**config.mk**
```make
export PLATFORM = sky130hd
export DESIGN_NAME = regfile_write_arbiter
export DESIGN_NICKNAME = d
export VERILOG_FILES = /design/src/rtl/regfile_write_arbiter.sv
export SDC_FILE = /design/constraint.sdc
export NUM_CORES = 1
export LEC_CHECK = 0
export ABC_AREA = 1
export BUFFER_PORTS_ARGS = -buffer_cell sky130_fd_sc_hd__buf_2
export CORE_ASPECT_RATIO = 1.25
export CORE_MARGIN = 2
export CORE_UTILIZATION = 55
export DETAILED_ROUTE_END_ITERATION = 10
export PLACE_DENSITY_LB_ADDON = 0.2
export REMOVE_ABC_BUFFERS = 1
export SYNTH_ARGS = -nofsm -noshare
export SYNTH_HDL_FRONTEND = slang
export SYNTH_SLANG_ARGS = --single-unit
```
**constraint.sdc**
```tcl
create_clock -name clk -period 5.6 [get_ports clk]
set_input_delay 0.28 -clock clk [delete_from_list [all_inputs] [get_ports clk]]
set_output_delay 0.28 -clock clk [all_outputs]
set_load 0.02 [all_outputs]
```
**src/rtl/regfile_write_arbiter.sv**
```systemverilog
// regfile_write_arbiter: round-robin sharing of two register-file write ports between NREQ requesters
module regfile_write_arbiter #(
    parameter int NREQ       = 4,
    parameter int ADDR_BITS  = 5,
    parameter int DATA_BITS  = 32,
    parameter int ZERO_GUARD = 1
) (
    input  logic                      clk,
    input  logic                      rst,
    input  logic [NREQ-1:0]           req_valid,
    input  logic [NREQ*ADDR_BITS-1:0] req_addr,
    input  logic [NREQ*DATA_BITS-1:0] req_data,
    output logic [NREQ-1:0]           req_ready,
    output logic                      wen0,
    output logic [ADDR_BITS-1:0]      waddr0,
    output logic [DATA_BITS-1:0]      wdata0,
    output logic                      wen1,
    output logic [ADDR_BITS-1:0]      waddr1,
    output logic [DATA_BITS-1:0]      wdata1,
    output logic [15:0]               conflict_cnt
);
    localparam int PW = (NREQ > 1) ? $clog2(NREQ) : 1;

    logic [ADDR_BITS-1:0] addr [NREQ];
    logic [DATA_BITS-1:0] data [NREQ];
    logic [PW-1:0]        rr_ptr, g0, g1, idx, last, nxt_ptr;
    logic [PW:0]          sum;
    logic [ADDR_BITS-1:0] a0;
    logic                 found0, found1, deferred, z0, z1;

    // unpack the flat request buses into per-requester slices
    always_comb begin
        for (int i = 0; i < NREQ; i++) begin
            addr[i] = req_addr[i*ADDR_BITS +: ADDR_BITS];
            data[i] = req_data[i*DATA_BITS +: DATA_BITS];
        end
    end

    // scan from rr_ptr: first valid takes port 0, next valid with a different address takes port 1
    always_comb begin
        found0    = 1'b0;
        found1    = 1'b0;
        deferred  = 1'b0;
        g0        = '0;
        g1        = '0;
        a0        = '0;
        sum       = '0;
        idx       = '0;
        req_ready = '0;
        for (int k = 0; k < NREQ; k++) begin
            sum = {1'b0, rr_ptr} + (PW+1)'(k);
            idx = (sum >= (PW+1)'(NREQ)) ? PW'(sum - (PW+1)'(NREQ)) : PW'(sum);
            if (req_valid[idx]) begin
                if (!found0) begin
                    found0 = 1'b1;
                    g0     = idx;
                    a0     = addr[idx];
                end else if (!found1) begin
                    if (addr[idx] != a0) begin
                        found1 = 1'b1;
                        g1     = idx;
                    end else begin
                        deferred = 1'b1;
                    end
                end
            end
        end
        if (found0) req_ready[g0] = 1'b1;
        if (found1) req_ready[g1] = 1'b1;
    end

    // pointer advances past the last granted requester; register 0 writes are swallowed when guarded
    always_comb begin
        last    = found1 ? g1 : g0;
        nxt_ptr = (last == PW'(NREQ-1)) ? '0 : last + 1'b1;
        z0      = (ZERO_GUARD != 0) && (a0 == '0);
        z1      = (ZERO_GUARD != 0) && (addr[g1] == '0);
    end

    // register the granted writes, the round-robin pointer and the conflict counter
    always_ff @(posedge clk or posedge rst) begin
        if (rst) begin
            wen0         <= 1'b0;
            waddr0       <= '0;
            wdata0       <= '0;
            wen1         <= 1'b0;
            waddr1       <= '0;
            wdata1       <= '0;
            conflict_cnt <= '0;
            rr_ptr       <= '0;
        end else begin
            wen0 <= found0 && !z0;
            wen1 <= found1 && !z1;
            if (found0) begin
                waddr0 <= a0;
                wdata0 <= data[g0];
                rr_ptr <= nxt_ptr;
            end
            if (found1) begin
                waddr1 <= addr[g1];
                wdata1 <= data[g1];
            end
            if (deferred && conflict_cnt != 16'hFFFF) conflict_cnt <= conflict_cnt + 16'd1;
        end
    end
endmodule

```
==> impl_metrics.yaml <==
synthesis:
  ys_seq_area_share_pct: 33.10
  synth-main-ff-cell: "dfrtp_1"
  yosys.cell_count.top_type: "nand2_1"
  ys_warn_count: 0
  synth_enable_flop_cells: 0
  netlist_instances: 1089
  synth.mux.area_fraction_pct: 0
  yosysTopAreaCell: "dfrtp_1"
  synth_area_um2: 7106
  synthDistinctLibCells: 47
  synth_simple_gate_area_share_pct: 47.24
  synth_top_area_share_pct: 33.10
  synth_adder_area_share_pct: 0.3522
  async_flop_share_pct: 100.0
  synth_top_family_by_area: "simple AND/OR/NAND/NOR gates"
  synth_seq_cells: 94
  synth_xor_area_share_pct: 2.588
  avgSynthCellArea_um2: 6.525
  ys_top_cells_by_area: "dfrtp_1 (33%), nand2_1 (31%), nand4_1 (5.3%)"
  synth_compound_area_share_pct: 8.276
  synth_common_cells: "nand2_1 (586), dfrtp_1 (94), nand4_1 (60)"
sta:
  worst_slack_ns: 1.107
  report.final.slew_viol_count: 0
  period_share_pct: 80.23
  fmax_mhz: 222.6
  relSlewSlack_pct: 35.63
  final_hold_viol_count: 0
  fin_hold_ws_ns: 0.2083
  fin_skew_ns: 0.01113
  finalSetupViolCount: 0
  tns_ns: 0
  worst_slew_pin_slew_ns: 0.9656
  rsz0062_at_grt: "false"
  period_needed_ns: 4.493
cts:
  post-cts-setup-buffers: 0
  ctsLongestPathBuffers: 2
  clockRootBuffer: "clkbuf_16"
  clk_pin_slew_worst_paths_ns: 0.07
  clk_latency_ns: 0.35
  htreeDepth: 3
  numCtsBuffers: 9
  cts_sinks: 94
  cts_tree: "built"
grt:
  grt_antenna_before_repair: 0
  grt_use_total_pct: 32.71
  grt_pass1_vias: 7497
  grt_remaining_overflow: 0
  grt_pass1_wl_um: 36190
  grt_start_max_net_pins: 74
worst_setup_path:
  r2r_slack_ns: 1.23
  crit_arrival_ns: 4.21
  path_class: "reg -> out"
  crit_fanout: 45
  critPathCaptureType: "primary output"
  required_ns: 5.32
  start_kind: "flop"
finish:
  drive_above_1_share_pct: 25.89
  nNetsFinal: 1464
  area_growth_pct: 20.90
die:
  start_util_pct: 56.12
  rows: 46
  design.die.area_um2: 13850
  io_pins: 250
  fp.dieH_um: 131.1
  die_w_um: 105.7
  design.core.area_um2: 12660
detailed_routing:
  postRouteAntennaNets: 0
  drc: 0
  via_per_inst: 5.448
  totalWireLength_um: 23150
  first_iter_violations: 518
  routed-via-count: 8080
  routedWlPerCell_um: 15.61
  first_pass_iters: 7
run_status:
  outcome: "finished, final reports clean"
placement:
  portBuffers: 249
  place_ws_ns: 1.270
  gp_congestion: 0.9359
  hpwl_um: 16510
min_path:
  hold_class: "in -> reg"
job:
  cap_violations: 0
[sequential cells by signal, indices dropped and copies added, names as in the netlist]
register,cells
conflict_cnt,16
rr_ptr,2
waddr0,5
waddr1,5
wdata0,32
wdata1,32
wen0,1
wen1,1
[logic make-up after synthesis]
| group | Yosys count |
|---|---|
| compound gates | 93 |
| xor+xnor | 21 |
| fa+ha+maj | 2 |
| buf+inv | 113 |
| flops | 94 |
| simple gates | 766 |
[worst paths after layout]
| check | startpoint | to | cells after the start |
|---|---|---|---|
| max reg2reg | rr_ptr[0] | wdata1[18] | 22 |
| min | req_data[69] | wdata1[5] | 3 |
| max | rr_ptr[0] | req_ready[0] | 20 |
| min reg2reg | wdata1[22] | wdata1[22] | 2 |
| max in group asynchronous | rst | wdata1[15] | 4 |
| min in group asynchronous | rst | conflict_cnt[1] | 3 |
[layout by cell type, fill, tap and decap left out, drive strengths merged, types with 2 or more instances in the layout]
| cell type | synthesis | final |
|---|---|---|
| dfrtp | 94 | 94 |
| nor4 | 3 | 3 |
| o22ai | 3 | 3 |
| clkbuf | 12 | 9 |
| a41oi | 2 | 2 |
| nor2 | 48 | 48 |
| a22oi | 14 | 14 |
| nand3b | 4 | 4 |
| xnor2 | 9 | 9 |
| clkinv | 2 | 5 |
| inv | 59 | 62 |
| o211ai | 2 | 2 |
| nand2 | 612 | 612 |
| a31oi | 11 | 11 |
| ha | 2 | 2 |
| nor3 | 3 | 3 |
| diode | 0 | 2 |
| o21ai | 47 | 47 |
| a21oi | 11 | 11 |
| nand4 | 60 | 60 |
| nand3 | 33 | 33 |
| xor2 | 12 | 12 |
| buf | 40 | 259 |
[metrics by stage]
stage          cell area (µm²)  util (%)  std cells
2_1_floorplan             6743         -       1037
3_3_place_gp              8284     65.42       1464
3_5_place_dp              8284     65.42       1464
4_1_cts                   8586     67.81       1481
5_1_grt                   8586     67.81       1481
6_report                  8591     67.85       1483
[per-layer routing]
metal | global-route usage (%) | up-vias | routed length, µm | part of all wire (%)
met1 | 37.36 | 3727 | 8801 | 38
met5 | 0 | - | 0 | 0
li1 | - | 3931 | - | -
met2 | 59.09 | 364 | 11640 | 50
met4 | 15.09 | 0 | 799 | 3.5
met3 | 6.772 | 58 | 1903 | 8.2
[what timing repair did]
item / 4_1_cts / 5_1_grt
endpoints found under the hold margin: 21 / 0
gates resized for setup: 0 / 0
hold buffers: 1 / 0
[final cells by class]
class | instances | area, µm²
Tap cell | 168 | 210.2
Clock buffer | 9 | 225.2
Multi-Input combinational cell | 882 | 4161
Sequential cell | 94 | 2352
Fill cell | 1206 | 4071
Clock inverter | 7 | 66.31
Antenna cell | 2 | 5.005
Inverter | 61 | 239.0
Timing Repair Buffer | 260 | 1331
[critical path, cell delays in order, from the launching register on]
cell,delay [ns]
dfrtp_1,0.86
inv_6,0.19
nand2_1,0.12
nand2_1,0.33
nand2_1,0.23
nand2_4,0.12
nor2_4,0.19
nand2_4,0.09
inv_2,0.08
nand2_1,0.07
nand2_1,0.10
nand2_1,0.07
nand3_2,0.11
nor2_4,0.05
nor2_4,0.10
inv_1,0.06
nand2_2,0.06
buf_4,0.47
nand2_2,0.17
o22ai_1,0.16
buf_2,0.19
Power is left out: the tool's default activity adds up to more than one toggle a clock period on the data nets, which glitch-free logic cannot reach.
